==> config.mk <==
export PLATFORM = sky130hd
export DESIGN_NAME = rr_mux_arbiter_flat
export DESIGN_NICKNAME = d
export VERILOG_FILES = /design/src/rtl/rr_mux_pkg.sv /design/src/rtl/rr_mux_arbiter_if.sv /design/src/rtl/rr_priority_pick.sv /design/src/rtl/rr_mux_arbiter.sv /design/src/flat_wrapper.sv
export SDC_FILE = /design/constraint.sdc
export NUM_CORES = 1
export LEC_CHECK = 0
export ABC_AREA = 0
export BUFFER_PORTS_ARGS = -buffer_cell sky130_fd_sc_hd__buf_2
export CORE_MARGIN = 2
export CORE_UTILIZATION = 46
export CTS_CLUSTER_DIAMETER = 30
export CTS_CLUSTER_SIZE = 16
export DETAILED_ROUTE_END_ITERATION = 6
export GPL_TIMING_DRIVEN = 0
export MAX_ROUTING_LAYER = met4
export PLACE_DENSITY = 0.83
export SLEW_MARGIN = 40
export SYNTH_ARGS = -nofsm -noshare
export SYNTH_HDL_FRONTEND = slang
export SYNTH_HIERARCHICAL = 1
export SYNTH_SLANG_ARGS = --single-unit
==> constraint.sdc <==
create_clock -name clk -period 9.51 [get_ports clk]
set_clock_uncertainty 0.15 [all_clocks]
set_input_delay 2.853 -clock clk [delete_from_list [all_inputs] [get_ports clk]]
set_output_delay 2.853 -clock clk [all_outputs]
set_load 0.01 [all_outputs]
==> src/rtl/rr_mux_pkg.sv <==
// Shared definitions for the round-robin mux arbiter.
//   - MODE_FIXED / MODE_RR : encodings for the RR parameter
//   - clog2()              : constant function that sizes the channel index
package rr_mux_pkg;

    localparam int unsigned MODE_FIXED = 0;
    localparam int unsigned MODE_RR    = 1;

    // Smallest r with 2**r >= value, so clog2(1) == 0.
    function automatic int unsigned clog2(input int unsigned value);
        int unsigned result;
        result = 0;
        while ((32'd1 << result) < value) begin
            result++;
        end
        return result;
    endfunction

endpackage

==> src/rtl/rr_mux_arbiter_if.sv <==
// Bus bundle for rr_mux_arbiter: N producer channels on one side and a
// single registered consumer port on the other.
//   in_valid  [N]        per-channel request
//   in_data   [N*WIDTH]  packed channel words, channel i at [i*WIDTH +: WIDTH]
//   in_ready  [N]        one-hot-or-zero accept
//   out_valid            output register holds a word
//   out_data  [WIDTH]    registered selected word
//   out_sel   [SEL_W]    index of the channel that supplied out_data
//   out_ready            consumer takes the word this cycle
// Modports: slave = the arbiter, master = producers/consumer side.
interface rr_mux_arbiter_if
    import rr_mux_pkg::*;
#(
    parameter int unsigned N     = 4,
    parameter int unsigned WIDTH = 8,
    parameter int unsigned SEL_W = clog2(N)
);

    logic [N-1:0]       in_valid;
    logic [N*WIDTH-1:0] in_data;
    logic [N-1:0]       in_ready;
    logic               out_valid;
    logic [WIDTH-1:0]   out_data;
    logic [SEL_W-1:0]   out_sel;
    logic               out_ready;

    modport slave (
        input  in_valid,
        input  in_data,
        input  out_ready,
        output in_ready,
        output out_valid,
        output out_data,
        output out_sel
    );

    modport master (
        output in_valid,
        output in_data,
        output out_ready,
        input  in_ready,
        input  out_valid,
        input  out_data,
        input  out_sel
    );

endinterface

==> src/rtl/rr_priority_pick.sv <==
// Combinational winner selection for rr_mux_arbiter.
//   valid_i [N]      request vector
//   ptr_i   [SEL_W]  round-robin start index (ignored in fixed-priority mode)
//   grant_o [N]      one-hot winner, zero when no request
//   idx_o   [SEL_W]  encoded winner index
//   found_o          at least one request present
// Method: rotate the requests so ptr lands at bit 0, find the first set bit,
// then un-rotate the offset back into a channel index.
module rr_priority_pick
    import rr_mux_pkg::*;
#(
    parameter int unsigned N     = 4,
    parameter int unsigned RR    = MODE_RR,
    parameter int unsigned SEL_W = clog2(N)
) (
    input  logic [N-1:0]     valid_i,
    input  logic [SEL_W-1:0] ptr_i,
    output logic [N-1:0]     grant_o,
    output logic [SEL_W-1:0] idx_o,
    output logic             found_o
);

    // (a + b) mod N for a, b < N, so a single conditional subtract suffices.
    function automatic logic [SEL_W-1:0] wrap_add(input int unsigned a, input int unsigned b);
        int unsigned s;
        s = a + b;
        if (s >= N) begin
            s = s - N;
        end
        return SEL_W'(s);
    endfunction

    logic [SEL_W-1:0] base;
    logic [N-1:0]     rot;
    logic [SEL_W-1:0] off;
    logic             hit;

    always_comb begin
        base = (RR == MODE_RR) ? ptr_i : '0;

        rot = '0;
        for (int unsigned k = 0; k < N; k++) begin
            rot[k] = valid_i[wrap_add(32'(base), k)];
        end

        hit = 1'b0;
        off = '0;
        for (int unsigned k = 0; k < N; k++) begin
            if (!hit && rot[k]) begin
                hit = 1'b1;
                off = SEL_W'(k);
            end
        end

        idx_o   = wrap_add(32'(base), 32'(off));
        found_o = hit;
        grant_o = '0;
        if (hit) begin
            grant_o[idx_o] = 1'b1;
        end
    end

endmodule

==> src/rtl/rr_mux_arbiter.sv <==
// N-channel arbitrated mux with a single registered output stage.
//   clk    system clock, rising edge
//   reset  synchronous, active-high
//   bus    rr_mux_arbiter_if.slave: per-channel valid/ready/data in,
//          registered valid/ready/data/sel out
// An internal arbiter (round-robin or fixed priority) picks one requesting
// channel whenever the output register is free; the winner's word is
// captured on the next edge together with its channel index.
module rr_mux_arbiter
    import rr_mux_pkg::*;
#(
    parameter int unsigned N     = 4,
    parameter int unsigned WIDTH = 8,
    parameter int unsigned RR    = MODE_RR,
    parameter int unsigned SEL_W = clog2(N)
) (
    input  logic             clk,
    input  logic             reset,
    rr_mux_arbiter_if.slave  bus
);

    logic [SEL_W-1:0] ptr_q, ptr_d;
    logic             out_valid_q, out_valid_d;
    logic [WIDTH-1:0] out_data_q, out_data_d;
    logic [SEL_W-1:0] out_sel_q, out_sel_d;

    logic [N-1:0]     pick_grant;
    logic [SEL_W-1:0] pick_idx;
    logic             pick_found;
    logic             reg_free;
    logic             grant_en;
    logic [N-1:0]     in_ready;
    logic [WIDTH-1:0] sel_data;

    rr_priority_pick #(
        .N     (N),
        .RR    (RR),
        .SEL_W (SEL_W)
    ) u_pick (
        .valid_i (bus.in_valid),
        .ptr_i   (ptr_q),
        .grant_o (pick_grant),
        .idx_o   (pick_idx),
        .found_o (pick_found)
    );

    // Free when empty or being drained this cycle; reset blocks every grant.
    assign reg_free = !out_valid_q || bus.out_ready;
    assign grant_en = reg_free && pick_found && !reset;
    assign in_ready = grant_en ? pick_grant : '0;

    // AND-OR select; the one-hot grant guarantees at most one slice passes.
    always_comb begin
        sel_data = '0;
        for (int unsigned i = 0; i < N; i++) begin
            sel_data = sel_data | (bus.in_data[i*WIDTH +: WIDTH] & {WIDTH{in_ready[i]}});
        end
    end

    always_comb begin
        ptr_d       = ptr_q;
        out_valid_d = out_valid_q;
        out_data_d  = out_data_q;
        out_sel_d   = out_sel_q;
        if (grant_en) begin
            out_valid_d = 1'b1;
            out_data_d  = sel_data;
            out_sel_d   = pick_idx;
            if (RR == MODE_RR) begin
                ptr_d = (pick_idx == SEL_W'(N - 1)) ? '0 : pick_idx + 1'b1;
            end
        end else if (bus.out_ready) begin
            // Drain: data and sel keep their last values.
            out_valid_d = 1'b0;
        end
    end

    always_ff @(posedge clk) begin
        if (reset) begin
            ptr_q       <= '0;
            out_valid_q <= 1'b0;
            out_data_q  <= '0;
            out_sel_q   <= '0;
        end else begin
            ptr_q       <= ptr_d;
            out_valid_q <= out_valid_d;
            out_data_q  <= out_data_d;
            out_sel_q   <= out_sel_d;
        end
    end

    assign bus.in_ready  = in_ready;
    assign bus.out_valid = out_valid_q;
    assign bus.out_data  = out_data_q;
    assign bus.out_sel   = out_sel_q;

endmodule

==> src/flat_wrapper.sv <==
// flat-port wrapper written by rule: the top's interface ports become plain ports
module rr_mux_arbiter_flat import rr_mux_pkg::*;
#(
    parameter int unsigned N     = 4,
    parameter int unsigned WIDTH = 8,
    parameter int unsigned RR    = MODE_RR,
    parameter int unsigned SEL_W = clog2(N)
)
  (clk, reset, bus_in_valid, bus_in_data, bus_out_ready, bus_in_ready, bus_out_valid, bus_out_data, bus_out_sel);
  rr_mux_arbiter_if #(.N(N), .WIDTH(WIDTH), .SEL_W(SEL_W)) bus_i ();
  input  logic clk;
  input  logic reset;
  input wire logic [$bits(bus_i.in_valid)-1:0] bus_in_valid;
  input wire logic [$bits(bus_i.in_data)-1:0] bus_in_data;
  input wire logic [$bits(bus_i.out_ready)-1:0] bus_out_ready;
  output wire logic [$bits(bus_i.in_ready)-1:0] bus_in_ready;
  output wire logic [$bits(bus_i.out_valid)-1:0] bus_out_valid;
  output wire logic [$bits(bus_i.out_data)-1:0] bus_out_data;
  output wire logic [$bits(bus_i.out_sel)-1:0] bus_out_sel;
  assign bus_i.in_valid = bus_in_valid;
  assign bus_i.in_data = bus_in_data;
  assign bus_i.out_ready = bus_out_ready;
  assign bus_in_ready = bus_i.in_ready;
  assign bus_out_valid = bus_i.out_valid;
  assign bus_out_data = bus_i.out_data;
  assign bus_out_sel = bus_i.out_sel;
  rr_mux_arbiter #(.N(N), .WIDTH(WIDTH), .RR(RR), .SEL_W(SEL_W)) u_core (.clk(clk), .reset(reset), .bus(bus_i));
endmodule
==> metrics.csv, run 1 <==
metric;value;unit
use_met3;5.828;%
hold_path_end;u_core/bus.out_sel[0];
grt_pass1_vias;1085;
grt_max_degree;11;
placedCellCount;194;
layout.cells.non_filler;198;
drc;0;
worst_slew_pin_slew;0.5138;ns
layout_setup_ws;1.503;ns
crit_top_cell;buf_2;
cp_cell_sequence;buf_2 -> o21a_1 -> a21oi_1 -> o211ai_1 -> ha_1 -> xnor2_1 -> nand2_1 -> mux2i_1 -> buf_1 -> nor3b_1 -> buf_2;
yosys_warnings;6;
track_usage;24.20;%
cts_buffers;3;
worstHoldPathType;flop to flop;
slowest_stage;buf_1;
fillCellCount;183;
finalHoldViolCount;0;
vias;1095;
min_from;u_core/bus.out_sel[0];
hpwl;2074;um
critPathMaxFanout;9;
reg2reg_depth;12;
crit_family;buffers and inverters;
core_area;1942;sq um
async_flop_share;0;%
cts_sinks;13;
r2r_slack;6.77;ns
synth_nets;157;
start_kind;input pin;
place_area;1224;sq um
die_w;49.08;um
synthFlopType;dfxtp_1;
reg2reg_from;u_core/ptr_q[0];
crit_buf_inv;3;
clock_latency;0.27;ns
cts-resized-gates;0;
avgSynthCellArea;8.057;sq um
cts_hold_buffers;0;
place_ws;1.517;ns
initial_utilization;48.13;%
ys_ff_latch;13;
gr-max-usage-layer;met2;
mostFrequentLayoutCells;buf_2, a22oi_1, a21oi_1, dfxtp_1, a311oi_1;
power.density;289.7;nW/um^2
antenna_cells;0;
io_pins;54;
fin_area;1250;sq um
drtIter0Drc;28;
cts_root_buf;clkbuf_4;
cpPeakStageDelay;0.38;ns
io_buffers;51;
final_common_cell;buf_2;
area_delta_synth_final;33.74;%
grtUsageMet1;27.86;%
fin_crit_sh;84.20;%
cp.arrival;5.00;ns
ant_nets;0;
grt_overflow;0;
first_pass_iters;4;
cts_setup_buffers;0;
maxSlewViolCount;0;
fp.dieH;49.08;um
synth.distinct_cells;31;
fin_crit;8.007;ns
dieArea;2408;sq um
cp.required;6.51;ns
place_congestion;0.7828;
row_count;16;
r2r_end;u_core/bus.out_data[1];
rsz0062_at_grt;no;
drt-total-wl;2551;um
routed_via_density;5.530;
setup_viol;0;
synth_edf_count;0;
synthCells;116;
max_freq;124.9;MHz
critPathKind;input pin to output pin;
clock_path_buffers;2;
multi_input_area;610.6;sq um
wl_per_cell;12.88;um
outcome;finished clean;
cts_max_level;1;
ir_drop;229.8;uV
end_kind;output pin;
final-seq-area;260.3;sq um
max-slew-margin-rel;65.62;%
nets;213;
layout-drive-gt1-share;35.09;%
met2_usage;43.02;%
setup_tns;0;ns
maxCapViolations;0;
hold_depth;2;
cts_tree;yes;
grt_pass1_wl;4478;um
path_clk_slew;0.07;ns
ys_seq_area_share;27.84;%
grt_antenna_before_repair;0;
power.leakage;0.5550;nW
netlist_area;934.6;sq um
[cell usage after synthesis (2+ instances only)]
master	n	area [sq um]
nand2_1	7	26.28
o22a_1	2	17.52
o21ai_0	4	20.02
a22oi_1	16	120.1
a21oi_1	14	70.07
clkbuf_1	3	11.26
a311oi_1	8	70.07
ha_1	2	25.02
nor2b_1	2	12.51
buf_2	3	15.01
xnor2_1	2	17.52
nor3b_1	4	30.03
inv_1	2	7.510
nor2_1	4	15.01
nand3_1	3	15.01
nand2b_1	5	31.28
dfxtp_1	13	260.3
buf_1	4	15.01
nor4_1	2	12.51
mux2i_1	5	50.05
[per-layer routing]
layer	share of wire, %	vias to the layer above
met5	0	-
met1	41	488
met3	6.5	4
met2	52	45
li1	-	558
met4	1.2	0
[logic make-up (layout without fill, tap and decap cells)]
| kind of cell | count (synthesis) | in the layout | share of synthesized area, % |
|---|---|---|---|
| buffers and inverters | 14 | 69 | 6.826 |
| adders and majority gates | 2 | 2 | 2.677 |
| and+or+nand+nor | 29 | 29 | 16.60 |
| xor gates and xnor gates | 3 | 3 | 2.812 |
| DFF | 13 | 13 | 27.84 |
| AOI/OAI and AO/OA | 50 | 50 | 37.89 |
| muxes | 5 | 5 | 5.355 |
[final cells by class]
| type | count | area share [%] |
|---|---|---|
| tap | 27 | 2.703 |
| clock buffer | 4 | 2.102 |
| timing repair buffer | 51 | 20.42 |
| sequential | 13 | 20.82 |
| multi-input combinational | 89 | 48.85 |
| buffer | 11 | 4.204 |
| inverter | 3 | 0.9009 |
[per-stage QoR]
step / power [mW] / utilization (%) / hold WS, ns
after floorplan: 0.2620 / - / 0.3027
after detailed placement: 0.3292 / 63.02 / 0.3198
after CTS: 0.3627 / 64.37 / 0.3302
final: 0.3621 / 64.37 / 0.3283
after global routing: 0.3953 / 64.37 / 0.3481
after global placement: 0.3168 / 63.02 / 0.3151
[worst max path at each step]
stage               startpoint         endpoint  depth (start not counted)
5_1_grt        bus_in_valid[3]  bus_in_ready[2]                         12
3_5_place_dp   bus_in_valid[2]  bus_in_ready[1]                         11
2_1_floorplan  bus_in_valid[2]  bus_in_ready[3]                         10
6_report       bus_in_valid[2]  bus_in_ready[2]                         11
3_3_place_gp   bus_in_valid[2]  bus_in_ready[3]                         11
4_1_cts        bus_in_valid[2]  bus_in_ready[1]                         11
[power by group]
part / switching (mW) / leakage, nW / internal [mW]
clock: 0.0166 / 0.0150 / 0.0162
sequential: 0.0108 / 0.108 / 0.0765
combinational: 0.136 / 0.432 / 0.106
[worst register-to-register path, cell delays in order (launching register included)]
cell and delay, ns:
dfxtp_1 0.37, buf_6 0.15, nand2_1 0.05, o22ai_1 0.15
nand2_1 0.07, o211ai_1 0.11, ha_1 0.31, nor2_1 0.17
nand2_1 0.12, mux2i_1 0.17, buf_1 0.38, a22oi_1 0.14
a311oi_1 0.30
[registers in the layout, indices dropped and copies added, names as in the netlist]
name                  count
u_core/ptr_q              2
u_core/bus.out_sel        2
u_core/bus.out_data       8
u_core/bus.out_valid      1
Note: power is estimated with default switching activity, not from simulation.
==> run 2, diff against run 1 <==
CORE_UTILIZATION = 43   (was 46)
PLACE_DENSITY = 0.79   (was 0.83)
clock period = 7.5 ns   (was 9.51 ns; I/O delays follow)
==> run 2 against run 1 <==
  * Routed wire length increased by 6.5%
  * Critical path type unchanged
  * First-iteration DRC count increased by 46%
  * Via count increased by 4.8%
  * Die area increased by 6.4%
  * Largest cell class unchanged
  * Clock power increased by 37%
  * Combinational power increased by 28%
  * Largest power group unchanged
  * Setup slack got worse by 0.90 ns
  * Flip-flop and latch count unchanged
  * Count of clock-buffer cells in the layout unchanged
  * Highest routed layer unchanged
  * Final cell count unchanged
  * Critical path depth unchanged
  * Sequential share of layout area unchanged
==> metrics.csv, run 2 (same netlist as run 1, synthesis figures left out) <==
metric;value;unit
final_common_cell;buf_2;
crit_top_cell;buf_2;
dieArea;2562;sq um
fin_crit;6.901;ns
vias;1148;
layout_setup_ws;0.5991;ns
critPathKind;input pin to output pin;
maxSlewViolCount;0;
grt_antenna_before_repair;0;
layout-drive-gt1-share;35.09;%
cts_hold_buffers;0;
maxCapViolations;0;
cp_cell_sequence;buf_2 -> o21a_1 -> a21oi_1 -> o211ai_1 -> ha_1 -> nor2b_1 -> nand2_1 -> mux2i_1 -> buf_1 -> nor3b_1 -> buf_2;
setup_tns;0;ns
drtIter0Drc;41;
met2_usage;39.91;%
fp.dieH;50.62;um
initial_utilization;46.69;%
place_congestion;0.8240;
drt-total-wl;2717;um
fin_crit_sh;92.01;%
outcome;finished clean;
critPathMaxFanout;9;
place_area;1224;sq um
cts_tree;yes;
place_ws;0.6697;ns
wl_per_cell;13.72;um
use_met3;4.464;%
row_count;16;
cp.arrival;4.50;ns
worstHoldPathType;flop to flop;
power.leakage;0.5550;nW
fin_area;1250;sq um
cts_max_level;1;
first_pass_iters;4;
max_freq;144.9;MHz
grt_pass1_wl;4402;um
placedCellCount;194;
grt_pass1_vias;1031;
cts_root_buf;clkbuf_4;
setup_viol;0;
clock_path_buffers;2;
grt_overflow;0;
layout.cells.non_filler;198;
cts_setup_buffers;0;
postLayoutCoreUtil;62.44;%
io_pins;54;
core_area;2002;sq um
antenna_cells;0;
end_kind;output pin;
largest_register_ffs;8;
ir_drop;218.6;uV
cpPeakStageDelay;0.36;ns
hold_slack;0.3231;ns
path_clk_slew;0.08;ns
track_usage;22.88;%
power.density;372.8;nW/um^2
finalHoldViolCount;0;
start_kind;input pin;
finalPower;0.4659;mW
routed_via_density;5.798;
ant_nets;0;
nets;213;
worst_slew_pin_slew;0.5844;ns
max-slew-margin-rel;60.89;%
rsz0062_at_grt;no;
cts-resized-gates;0;
die_w;50.62;um
grtUsageMet1;26.92;%
cts_buffers;3;
grt_max_degree;11;
cts_sinks;13;
hpwl;2127;um
mostFrequentLayoutCells;buf_2, a22oi_1, a21oi_1, dfxtp_1, a311oi_1;
gr-max-usage-layer;met2;
area_delta_synth_final;33.74;%
cp.required;5.10;ns
slowest_stage;ha_1;
drc;0;
clock_latency;0.28;ns
io_buffers;51;
run 2: worst max-delay path: cells and delay by family:
kind | cells | cell delay [ns]
AOI/OAI and AO/OA | 3 | 0.43
muxes | 1 | 0.18
and+or+nand+nor | 3 | 0.61
buffers and inverters | 3 | 0.67
adders and majority gates | 1 | 0.36
run 2: per-layer routing:
| metal | routed length (um) | share of wire, % |
|---|---|---|
| met1 | 1094 | 40 |
| met2 | 1416 | 52 |
| met3 | 188 | 6.9 |
| met4 | 19 | 0.70 |
| met5 | 0 | 0 |
run 2: where the power goes:
part | internal (mW) | switching [mW] | leakage (nW)
Combinational | 0.135 | 0.175 | 0.432
Clock | 0.0206 | 0.0243 | 0.0150
Sequential | 0.0970 | 0.0141 | 0.108
run 2: path summary, 6_finish.rpt:
path                                             from                     end  slack (ns)  depth (start not counted)
worst max register to register        u_core/ptr_q[0]  u_core/bus.out_data[7]        4.72                         11
worst max-delay path                  bus_in_valid[2]         bus_in_ready[3]        0.60                         11
worst min-delay path            u_core/bus.out_sel[1]   u_core/bus.out_sel[1]        0.32                          2
worst min register to register  u_core/bus.out_sel[1]   u_core/bus.out_sel[1]        0.32                          2
run 2: cell type report:
cell class                 instances  area, sq um
buffer                            11        52.55
clock buffer                       4        26.28
fill                             198        752.0
inverter                           3        11.26
multi-input combinational         89        610.6
sequential                        13        260.3
tap                               27        33.78
timing repair buffer              51        255.2
==> run 3, diff against run 2 <==
CTS_BUF_LIST = sky130_fd_sc_hd__clkbuf_4 sky130_fd_sc_hd__clkbuf_8 sky130_fd_sc_hd__clkbuf_16   (was unset)
SLEW_MARGIN = 20   (was 40)
==> run 3 against run 2 <==
  * Utilization is 0.19 points higher
  * Fmax hardly changed
  * Final cell count stayed put
==> metrics.csv, run 3 (same netlist as run 1, synthesis figures left out) <==
metric;value;unit
cts_root_buf;clkbuf_4;
drtIter0Drc;33;
cpPeakStageDelay;0.37;ns
outcome;finished clean;
drt-total-wl;2729;um
cp.required;5.10;ns
crit_buf_inv;3;
wl_per_cell;13.78;um
largest_register_ffs;8;
max_freq;144.8;MHz
initial_utilization;46.69;%
fin_area;1254;sq um
io_pins;54;
drc;0;
hpwl;2127;um
place_congestion;0.8240;
mostFrequentLayoutCells;buf_2, a22oi_1, a21oi_1, dfxtp_1, a311oi_1;
grt_overflow;0;
final_common_cell;buf_2;
layout.cells.non_filler;198;
routed_via_density;5.848;
vias;1158;
ir_drop;218.5;uV
max-slew-margin-rel;61.18;%
place_area;1224;sq um
reg2reg_from;u_core/ptr_q[0];
fin_crit_sh;92.07;%
core_area;2002;sq um
r2r_slack;4.71;ns
fp.dieH;50.62;um
fillCellCount;196;
finalHoldViolCount;0;
critPathKind;input pin to output pin;
first_pass_iters;4;
io_buffers;51;
layout-drive-gt1-share;35.67;%
end_kind;output pin;
critPathMaxFanout;9;
cts_hold_buffers;0;
fin_crit;6.905;ns
cts_sinks;13;
highest_layer;met4;
worst_slew_pin_slew;0.5802;ns
min_from;u_core/bus.out_sel[1];
power.density;375.0;nW/um^2
clock_latency;0.28;ns
nets;213;
placedCellCount;194;
setup_viol;0;
grt_pass1_vias;1031;
hold_depth;2;
cp.arrival;4.51;ns
setup_tns;0;ns
dieArea;2562;sq um
cts_max_level;1;
wl_met2;1391;um
path_clk_slew;0.08;ns
worstHoldPathType;flop to flop;
cts_tree;yes;
maxCapViolations;0;
power.leakage;0.5584;nW
hold_path_end;u_core/bus.out_sel[1];
r2r_end;u_core/bus.out_data[7];
rsz0062_at_grt;no;
cts-resized-gates;0;
track_usage;22.88;%
die_w;50.62;um
clock_path_buffers;2;
crit_family;buffers and inverters;
antenna_cells;0;
wl_met1;1118;um
maxSlewViolCount;0;
area_delta_synth_final;34.14;%
cp_cell_sequence;buf_2 -> o21a_1 -> a21oi_1 -> o211ai_1 -> ha_1 -> xnor2_1 -> nand2_1 -> mux2i_1 -> buf_1 -> nor3b_1 -> buf_2;
cts_buffers;3;
grt_max_degree;11;
slowest_stage;buf_1;
ant_nets;0;
grt_pass1_wl;4402;um
start_kind;input pin;
crit_top_cell;buf_2;
reg2reg_depth;11;
hold_slack;0.3233;ns
grt_antenna_before_repair;0;
row_count;16;
wl_met3;186;um
cts_setup_buffers;0;
[run 3: tightest hold or removal path: cells and delay by family (launching register included)]
kind / cells / cell delay (ns)
compound gates: 2 / 0.12
flops: 1 / 0.31
[run 3: cell type report]
| class | instances | area, sq um | share of cell area [%] |
|---|---|---|---|
| multi-input cells | 89 | 610.6 | 48.70 |
| flip-flops and latches | 13 | 260.3 | 20.76 |
| repair buffers | 51 | 255.2 | 20.36 |
| plain buffers | 11 | 52.55 | 4.192 |
| well taps | 27 | 33.78 | 2.695 |
| clock buffers | 4 | 30.03 | 2.395 |
| inverters | 3 | 11.26 | 0.8982 |
[run 3: layer usage]
layer  GRT usage (%)  up-vias
met5               -        -
met4           5.856        0
met3           4.464        4
met2           39.91       58
met1           26.92      539
li1                -      557
[run 3: worst max path at each step]
stage / start / endpoint / slack, ns / cells after the start
after floorplan: bus_in_valid[2] / bus_in_ready[3] / 1.0 / 10
after global routing: bus_in_valid[3] / bus_in_ready[1] / 0.41 / 12
after global placement: bus_in_valid[2] / bus_in_ready[1] / 0.81 / 11
after CTS: bus_in_valid[2] / bus_in_ready[1] / 0.66 / 11
after detailed placement: bus_in_valid[2] / bus_in_ready[1] / 0.67 / 11
final: bus_in_valid[2] / bus_in_ready[3] / 0.59 / 11
[run 3: metrics by stage]
step | total power [mW] | worst slack (ns) | utilization, %
after global placement | 0.4039 | 0.8133 | 61.12
final | 0.4701 | 0.5946 | 62.63
after CTS | 0.4657 | 0.6552 | 62.63
after floorplan | 0.3322 | 0.9986 | -
after detailed placement | 0.4170 | 0.6697 | 61.12
after global routing | 0.5102 | 0.4135 | 62.63
[run 3: power breakdown]
part / switching, mW / internal [mW]
Sequential: 0.0139 / 0.0970
Clock: 0.0249 / 0.0242
Combinational: 0.176 / 0.134
